--- src/rtl/palette_mapper_pipe.sv ---
// Programmable colour-index to RGB mapper for the VGA path: writable palette with
// per-entry blink, blanking of invalid pixels and a fixed two-clock registered output.
module palette_mapper_pipe #(
    parameter int IDX_W        = 4,
    parameter int CH_W         = 8,
    parameter int BLINK_FRAMES = 16
) (
    input  logic              Clk,
    input  logic              Reset,
    input  logic              frame_start,
    input  logic              pix_valid,
    input  logic [IDX_W-1:0]  color,
    input  logic              wr_en,
    input  logic [IDX_W-1:0]  wr_idx,
    input  logic [3*CH_W-1:0] wr_rgb,
    input  logic              wr_blink,
    output logic [CH_W-1:0]   VGA_R,
    output logic [CH_W-1:0]   VGA_G,
    output logic [CH_W-1:0]   VGA_B,
    output logic              out_valid
);

    localparam int DEPTH = 2 ** IDX_W;
    localparam int CNT_W = $clog2(BLINK_FRAMES + 1);
    localparam logic [CNT_W-1:0] CNT_LAST = CNT_W'(BLINK_FRAMES - 1);

    // Power-on colour table at 8 bits per channel; anything past 15 is white.
    function automatic logic [23:0] default_rgb8(input int unsigned idx);
        logic [23:0] rgb;
        case (idx)
            32'd0:   rgb = {8'd127, 8'd127, 8'd127};
            32'd1:   rgb = {8'd255, 8'd0,   8'd0  };
            32'd2:   rgb = {8'd0,   8'd255, 8'd0  };
            32'd3:   rgb = {8'd0,   8'd0,   8'd255};
            32'd4:   rgb = {8'd255, 8'd255, 8'd0  };
            32'd5:   rgb = {8'd255, 8'd0,   8'd255};
            32'd6:   rgb = {8'd0,   8'd255, 8'd255};
            32'd7:   rgb = {8'd127, 8'd0,   8'd127};
            32'd8:   rgb = {8'd127, 8'd127, 8'd0  };
            32'd9:   rgb = {8'd0,   8'd127, 8'd127};
            32'd12:  rgb = {8'd96,  8'd96,  8'd96 };
            32'd13:  rgb = {8'd64,  8'd64,  8'd64 };
            32'd15:  rgb = {8'd0,   8'd0,   8'd0  };
            default: rgb = {8'd255, 8'd255, 8'd255};
        endcase
        return rgb;
    endfunction

    // Narrow channels keep the most significant bits of the 8-bit defaults.
    function automatic logic [3*CH_W-1:0] default_entry(input int unsigned idx);
        logic [23:0] rgb8;
        rgb8 = default_rgb8(idx);
        return {rgb8[23 -: CH_W], rgb8[15 -: CH_W], rgb8[7 -: CH_W]};
    endfunction

    logic [3*CH_W-1:0] pal_q [DEPTH];
    logic [DEPTH-1:0]  blink_q;

    logic [CNT_W-1:0]  cnt_q, cnt_d;
    logic              phase_q, phase_d;

    logic [3*CH_W-1:0] rgb1_q, rgb1_d;
    logic              blink1_q, blink1_d;
    logic              valid1_q, valid1_d;

    logic [CH_W-1:0]   r2_q, g2_q, b2_q;
    logic [CH_W-1:0]   r2_d, g2_d, b2_d;
    logic              valid2_q, valid2_d;

    // Palette storage: defaults on reset, single write port; a same-cycle read sees the old entry.
    always_ff @(posedge Clk or posedge Reset) begin
        if (Reset) begin
            for (int i = 0; i < DEPTH; i++) begin
                pal_q[i] <= default_entry(i);
            end
            blink_q <= '0;
        end else if (wr_en) begin
            pal_q[wr_idx]   <= wr_rgb;
            blink_q[wr_idx] <= wr_blink;
        end else begin
            blink_q <= blink_q;
        end
    end

    // Blink timebase: count frames, toggle the phase on each wrap.
    always_comb begin
        cnt_d   = cnt_q;
        phase_d = phase_q;
        if (frame_start) begin
            if (cnt_q == CNT_LAST) begin
                cnt_d   = '0;
                phase_d = ~phase_q;
            end else begin
                cnt_d = cnt_q + CNT_W'(1);
            end
        end else begin
            cnt_d = cnt_q;
        end
    end

    // Stage 1 lookup and stage 2 blanking, next-state logic.
    always_comb begin
        rgb1_d   = pal_q[color];
        blink1_d = blink_q[color];
        valid1_d = pix_valid;
        r2_d     = '0;
        g2_d     = '0;
        b2_d     = '0;
        valid2_d = valid1_q;
        if (!valid1_q) begin
            r2_d = '0;
            g2_d = '0;
            b2_d = '0;
        end else if (blink1_q && phase_q) begin
            r2_d = '0;
            g2_d = '0;
            b2_d = '0;
        end else begin
            r2_d = rgb1_q[3*CH_W-1:2*CH_W];
            g2_d = rgb1_q[2*CH_W-1:CH_W];
            b2_d = rgb1_q[CH_W-1:0];
        end
    end

    // Blink timebase and both pipeline stages; reset flushes everything to black/invalid.
    always_ff @(posedge Clk or posedge Reset) begin
        if (Reset) begin
            cnt_q    <= '0;
            phase_q  <= 1'b0;
            rgb1_q   <= '0;
            blink1_q <= 1'b0;
            valid1_q <= 1'b0;
            r2_q     <= '0;
            g2_q     <= '0;
            b2_q     <= '0;
            valid2_q <= 1'b0;
        end else begin
            cnt_q    <= cnt_d;
            phase_q  <= phase_d;
            rgb1_q   <= rgb1_d;
            blink1_q <= blink1_d;
            valid1_q <= valid1_d;
            r2_q     <= r2_d;
            g2_q     <= g2_d;
            b2_q     <= b2_d;
            valid2_q <= valid2_d;
        end
    end

    assign VGA_R     = r2_q;
    assign VGA_G     = g2_q;
    assign VGA_B     = b2_q;
    assign out_valid = valid2_q;

endmodule

--- config.mk ---
export PLATFORM = sky130hd
export DESIGN_NAME = palette_mapper_pipe
export DESIGN_NICKNAME = d
export VERILOG_FILES = /design/src/rtl/palette_mapper_pipe.sv
export SDC_FILE = /design/constraint.sdc
export NUM_CORES = 1
export LEC_CHECK = 0
export BUFFER_PORTS_ARGS = -buffer_cell sky130_fd_sc_hd__buf_2
export CAP_MARGIN = 40
export CORE_UTILIZATION = 35
export CTS_BUF_LIST = sky130_fd_sc_hd__clkbuf_4 sky130_fd_sc_hd__clkbuf_8 sky130_fd_sc_hd__clkbuf_16
export CTS_CLUSTER_SIZE = 40
export DETAILED_ROUTE_END_ITERATION = 16
export PLACE_DENSITY = 0.53
export RECOVER_POWER = 50
export SYNTH_ARGS = -nofsm -noshare
export SYNTH_HDL_FRONTEND = slang
export SYNTH_SLANG_ARGS = --single-unit
--- constraint.sdc ---
create_clock -name Clk -period 18.78 [get_ports Clk]
set_input_delay 2.817 -clock Clk [delete_from_list [all_inputs] [get_ports Clk]]
set_output_delay 2.817 -clock Clk [all_outputs]
set_load 0.01 [all_outputs]
-- Word-level counts from Yosys, hierarchy flattened
Index checks and enable logic that the tools add are counted.
- flip-flop bits (word level): 457
- bits in latches: 0
- RAM bits: 0
- bits in read-only memories: 0
- input port bits: 38
- output and inout bits: 25
- memories kept: 0
- add/sub/neg operators: 1
- multiply operators: 0
- divide/modulo/power cells: 0
- magnitude comparators: 6
- equal/unequal tests: 1
- shift operators: 0
- multiplexer cells: 18
- bitwise logic cells: 3
- reduce and logical (&&, ||, !) cells: 4
- operators with widths (kind ; number):
    bitwise mux 384 bit ; 1
    binary-select mux 24 bit (select 4 bit) ; 1
    demux 24 bit (select 4 bit) ; 1
    2-to-1 mux 24 bit ; 3
    2-to-1 mux 8 bit ; 6
    bitwise mux 16 bit ; 1
    greater-or-equal comparator 5 bit, second input constant ; 2
    less-than comparator 4 x 5 -> 1 bit, second input constant ; 2
    NOT 4 -> 5 bit ; 2
    adder 5 x 1 -> 5 bit, second input constant ; 1
    equality test 5 x 4 -> 1 bit, second input constant ; 1
    less-than comparator 5 x 1 -> 1 bit, second input constant ; 1
    2-to-1 mux 5 bit ; 1
    binary-select mux 1 bit (select 4 bit) ; 1
    demux 1 bit (select 4 bit) ; 1
    greater-or-equal comparator 4 x 1 -> 1 bit, second input constant ; 1
    logical AND 1 bit ; 3
    2-to-1 mux 1 bit ; 2
    AND reduction 2 bit ; 1
    NOT 1 bit ; 1

-- Logic depth before layout (Yosys ltp)
- depth in word-level cells: 6
- gate-level depth with buffers: 6

-- Worst setup path before layout
No wires, ideal clock.
- kind: in2reg
- start: input color[0]
- end: register rgb1_q[10]
- setup time: 0.124 ns
- arrival time: 4.108 ns
- setup slack: 14.548 ns
- stages: 5
- cells stage by stage: clkbuf_1 -> buf_2 -> mux4_2 -> a22oi_1 -> nand2_1
- word-level cells in the longest chain between the ends: 4
- RTL lines (item ; RTL line ; text):
    start, declared ; 12 ; input logic [IDX_W-1:0] color,
    NOT 4 -> 5 bit (implied by the code) ; 103 ; rgb1_d = pal_q[color];
    binary-select mux 24 bit (select 4 bit) ; 103 ;
    2-to-1 mux 24 bit (implied by the code) (2 in series) ; 103 ;
    via rgb1_d[10] ; 62 ; logic [3*CH_W-1:0] rgb1_q, rgb1_d;
    end signal, assigned ; 140 ; rgb1_q <= rgb1_d;
    end, declared ; 62 ;
The timed path passes the listed nets, and every way through them passes these cells. The select of a mux whose other input is x is not followed.
A chain may end at the register's enable or synchronous reset.

==> impl_metrics.csv <==
group,metric,value,unit
cts,h-tree-depth,2,
placement,place_ws,13460,ps
timing,fmax,109,MHz
route,dr.pass1.iters,4,
synth,synth-main-ff-cell,"dfrtp_1",
synth,synth_seq_cells,457,
cts,root_buffer,"clkbuf_16",
global_route,antenna_found_initial,7,
synth,syn_inst,1205,
die,rows,87,
timing,relSlewSlack,-239,%
timing,setup_violations,0,
placement,dpl_cell_area,0.0213,mm^2
synth,async_flop_share,100,%
hold_path,hold_class,"register to register",
timing,final.period_utilization,48.8,%
global_route,grt_max_degree,182,
timing,worst_pin_slew,5090,ps
setup_path,crit_path_max_fanout,91,
setup_path,worstSetupEndpointType,"asynchronous set/reset pin",
synth,synth_edf_count,0,
placement,port_buffers,62,
route,first_iter_violations,524,
route,routed_wl,49.2,mm
die,start_util,35.4,%
setup_path,criticalPathCategory,"primary input to asynchronous set/reset pin",
global_route,grt_pass1_wl,74.9,mm
synth,synth_cell_types,39,
setup_path,path_cells,"buf_2 > clkinvlp_2 > clkbuf_1 > clkbuf_1",
power,p_total,2790,uW
global_route,grt_pass1_vias,11400,
cells_and_area,finalNetCount,1288,
cells_and_area,post-route-util,40.3,%
setup_path,worstPathRequired,18980,ps
setup_path,max_stage_delay,3600,ps
die,die_y,241,um
cells_and_area,drive_gt1_share,67.7,%
timing,hold_viol,0,
synth,avgSynthCellArea,16.6,um^2
cts,cts_tree,"built",
run_status,violations,"capacitance limit, slew limit",
cts,holdBufCountCts,0,
route,vias,10600,
timing,period_minus_slack,9160,ps
setup_path,rrSetupSlack,16000,ps
timing,setup_ws,9620,ps
route,remaining_drc_errors,0,
cells_and_area,antennaDiodeCount,0,
timing,fin_skew,10.7,ps
power,power_density,123,mW/mm^2
global_route,grt_overflow,0,
power,max-vdd-ir-drop,0.0702,mV
flow_run,drv_cap,13,
timing,rsz0062_at_grt,"false",
placement,place_congestion,0.691,
cts,cts_buffers,48,
route,vias_per_cell,5.17,
synth,ys_warn_count,0,
die,ios,63,
cts,path_clk_slew,60,ps
cells_and_area,fillCellCount,5207,
cts,postCtsResizedCells,0,
setup_path,startpoint_type,"primary input",
setup_path,cpMostUsedCell,"clkbuf_1",
timing,setup_tns,0,ps
route,wl_per_cell,24.1,um
cts,insertion_delay,580,ps
cells_and_area,syn2layout_area_growth,13.7,%
global_route,grt_usage,17.6,%
setup_path,crit_arrival,9360,ps
synth,synth_fp_nets,1244,
setup_path,slowest_stage,"clkbuf_1",
die,core,0.0564,mm^2
route,antenna_left,0,
synth,synth_area,0.0200,mm^2
die,die_area,0.0580,mm^2
timing,drv_slew,378,
cells_and_area,final_area,0.0227,mm^2
run_status,status,"finished, violations left",
placement,hpwl,26.9,mm
power,leakagePower,0.00931,uW
cts,cts_sinks,457,
die,die_x,241,um
cts,postCtsSetupBuffers,0,
cts,max-clock-path-buffers,3,
synth,seq_area_frac_synth,58.6,%
-- worst max-delay path: cells and delay by family --
| kind | cells | cell delay [ps] |
|---|---|---|
| buffers and inverters | 4 | 6430 |
-- routing by layer --
layer / up-vias / share of wire, % / track usage [%]
met5: - / 0.11 / 0
met4: 8 / 1.6 / 3.93
met3: 68 / 4.1 / 2.92
met2: 172 / 47 / 27.8
met1: 5768 / 47 / 25.3
li1: 4547 / - / -
-- placed cells by master (no fill, tap or decap), drive strengths merged, types with 2 or more instances in the layout --
cell type,instances
inv,4
and2,25
clkbuf,88
nand2b,5
a22oi,50
buf,81
nor3b,2
nor3,4
clkinvlp,3
mux2,401
o21ai,2
nand3b,2
dfrtp,241
clkinv,8
nor2b,3
dfstp,216
mux4,100
nand2,30
nor2,8
nand3,3
-- through the flow --
step / instances / hold WS, ps
after floorplan: 1205 / 348
after global placement: 1945 / 385
after detailed placement: 1955 / 378
after CTS: 2044 / 412
after global routing: 2044 / 410
final: 2044 / 404
-- worst paths after layout --
kind / to / from / cells after the start
max: pal_q[1] / Reset / 4
min: out_valid / valid1_q / 0
max reg2reg: VGA_R[3] / blink1_q / 3
min reg2reg: out_valid / valid1_q / 0
max in group Clk: blink_q[11] / wr_idx[0] / 5
min in group asynchronous: VGA_G[2] / Reset / 2
-- kinds of logic (layout without fill, tap and decap cells) --
logic type                 after synthesis  after routing  synth area share, %
DFF                                    457            457                 58.6
and+or+nand+nor                         86             86                 2.38
xor gates and xnor gates                 2              2               0.0878
AOI/OAI and AO/OA                       56             56                 2.09
muxes                                  501            501                 34.3
adders and majority gates                1              1               0.0627
buffers and inverters                  102            185                 2.44
-- Yosys cell counts (3+ instances only) --
cell      instances  area [um^2]
and2_1           25          156
inv_1             3         11.3
dfrtp_1         241         6030
nand2_1          29          109
buf_1             3         11.3
mux2_1           14          158
clkbuf_1         48          180
nand3_1           3         15.0
mux2_4           20          300
nor2b_1           3         18.8
nand2b_1          5         31.3
dfstp_2         216         5680
nor2_1            6         22.5
a22oi_1          50          375
mux2_2          367         4130
buf_2            43          215
mux4_2          100         2250
-- power breakdown --
part / switching, uW / leakage [uW] / internal, uW / total (uW)
clock network: 395 / 0.000814 / 565 / 960
registers: 111 / 0.00525 / 1290 / 1400
logic: 160 / 0.00324 / 270 / 431
-- state kept, by name, summed over array words and instances (netlist names), 5 cells and up --
| name | flops |
|---|---|
| VGA_R | 8 |
| VGA_B | 8 |
| rgb1_q | 24 |
| pal_q | 384 |
| cnt_q | 5 |
| VGA_G | 8 |
| blink_q | 16 |
-- area by class of cell --
cell class / instances / area, um^2 / share of cell area, %
repair buffers: 93 / 664 / 2.93
clock buffers: 76 / 1500 / 6.63
inverters: 3 / 12.5 / 0.0551
clock inverters: 13 / 106 / 0.469
well taps: 756 / 946 / 4.17
multi-input cells: 646 / 7760 / 34.2
flip-flops and latches: 457 / 11700 / 51.6
No activity file was read; power rests on OpenSTA's default activity.
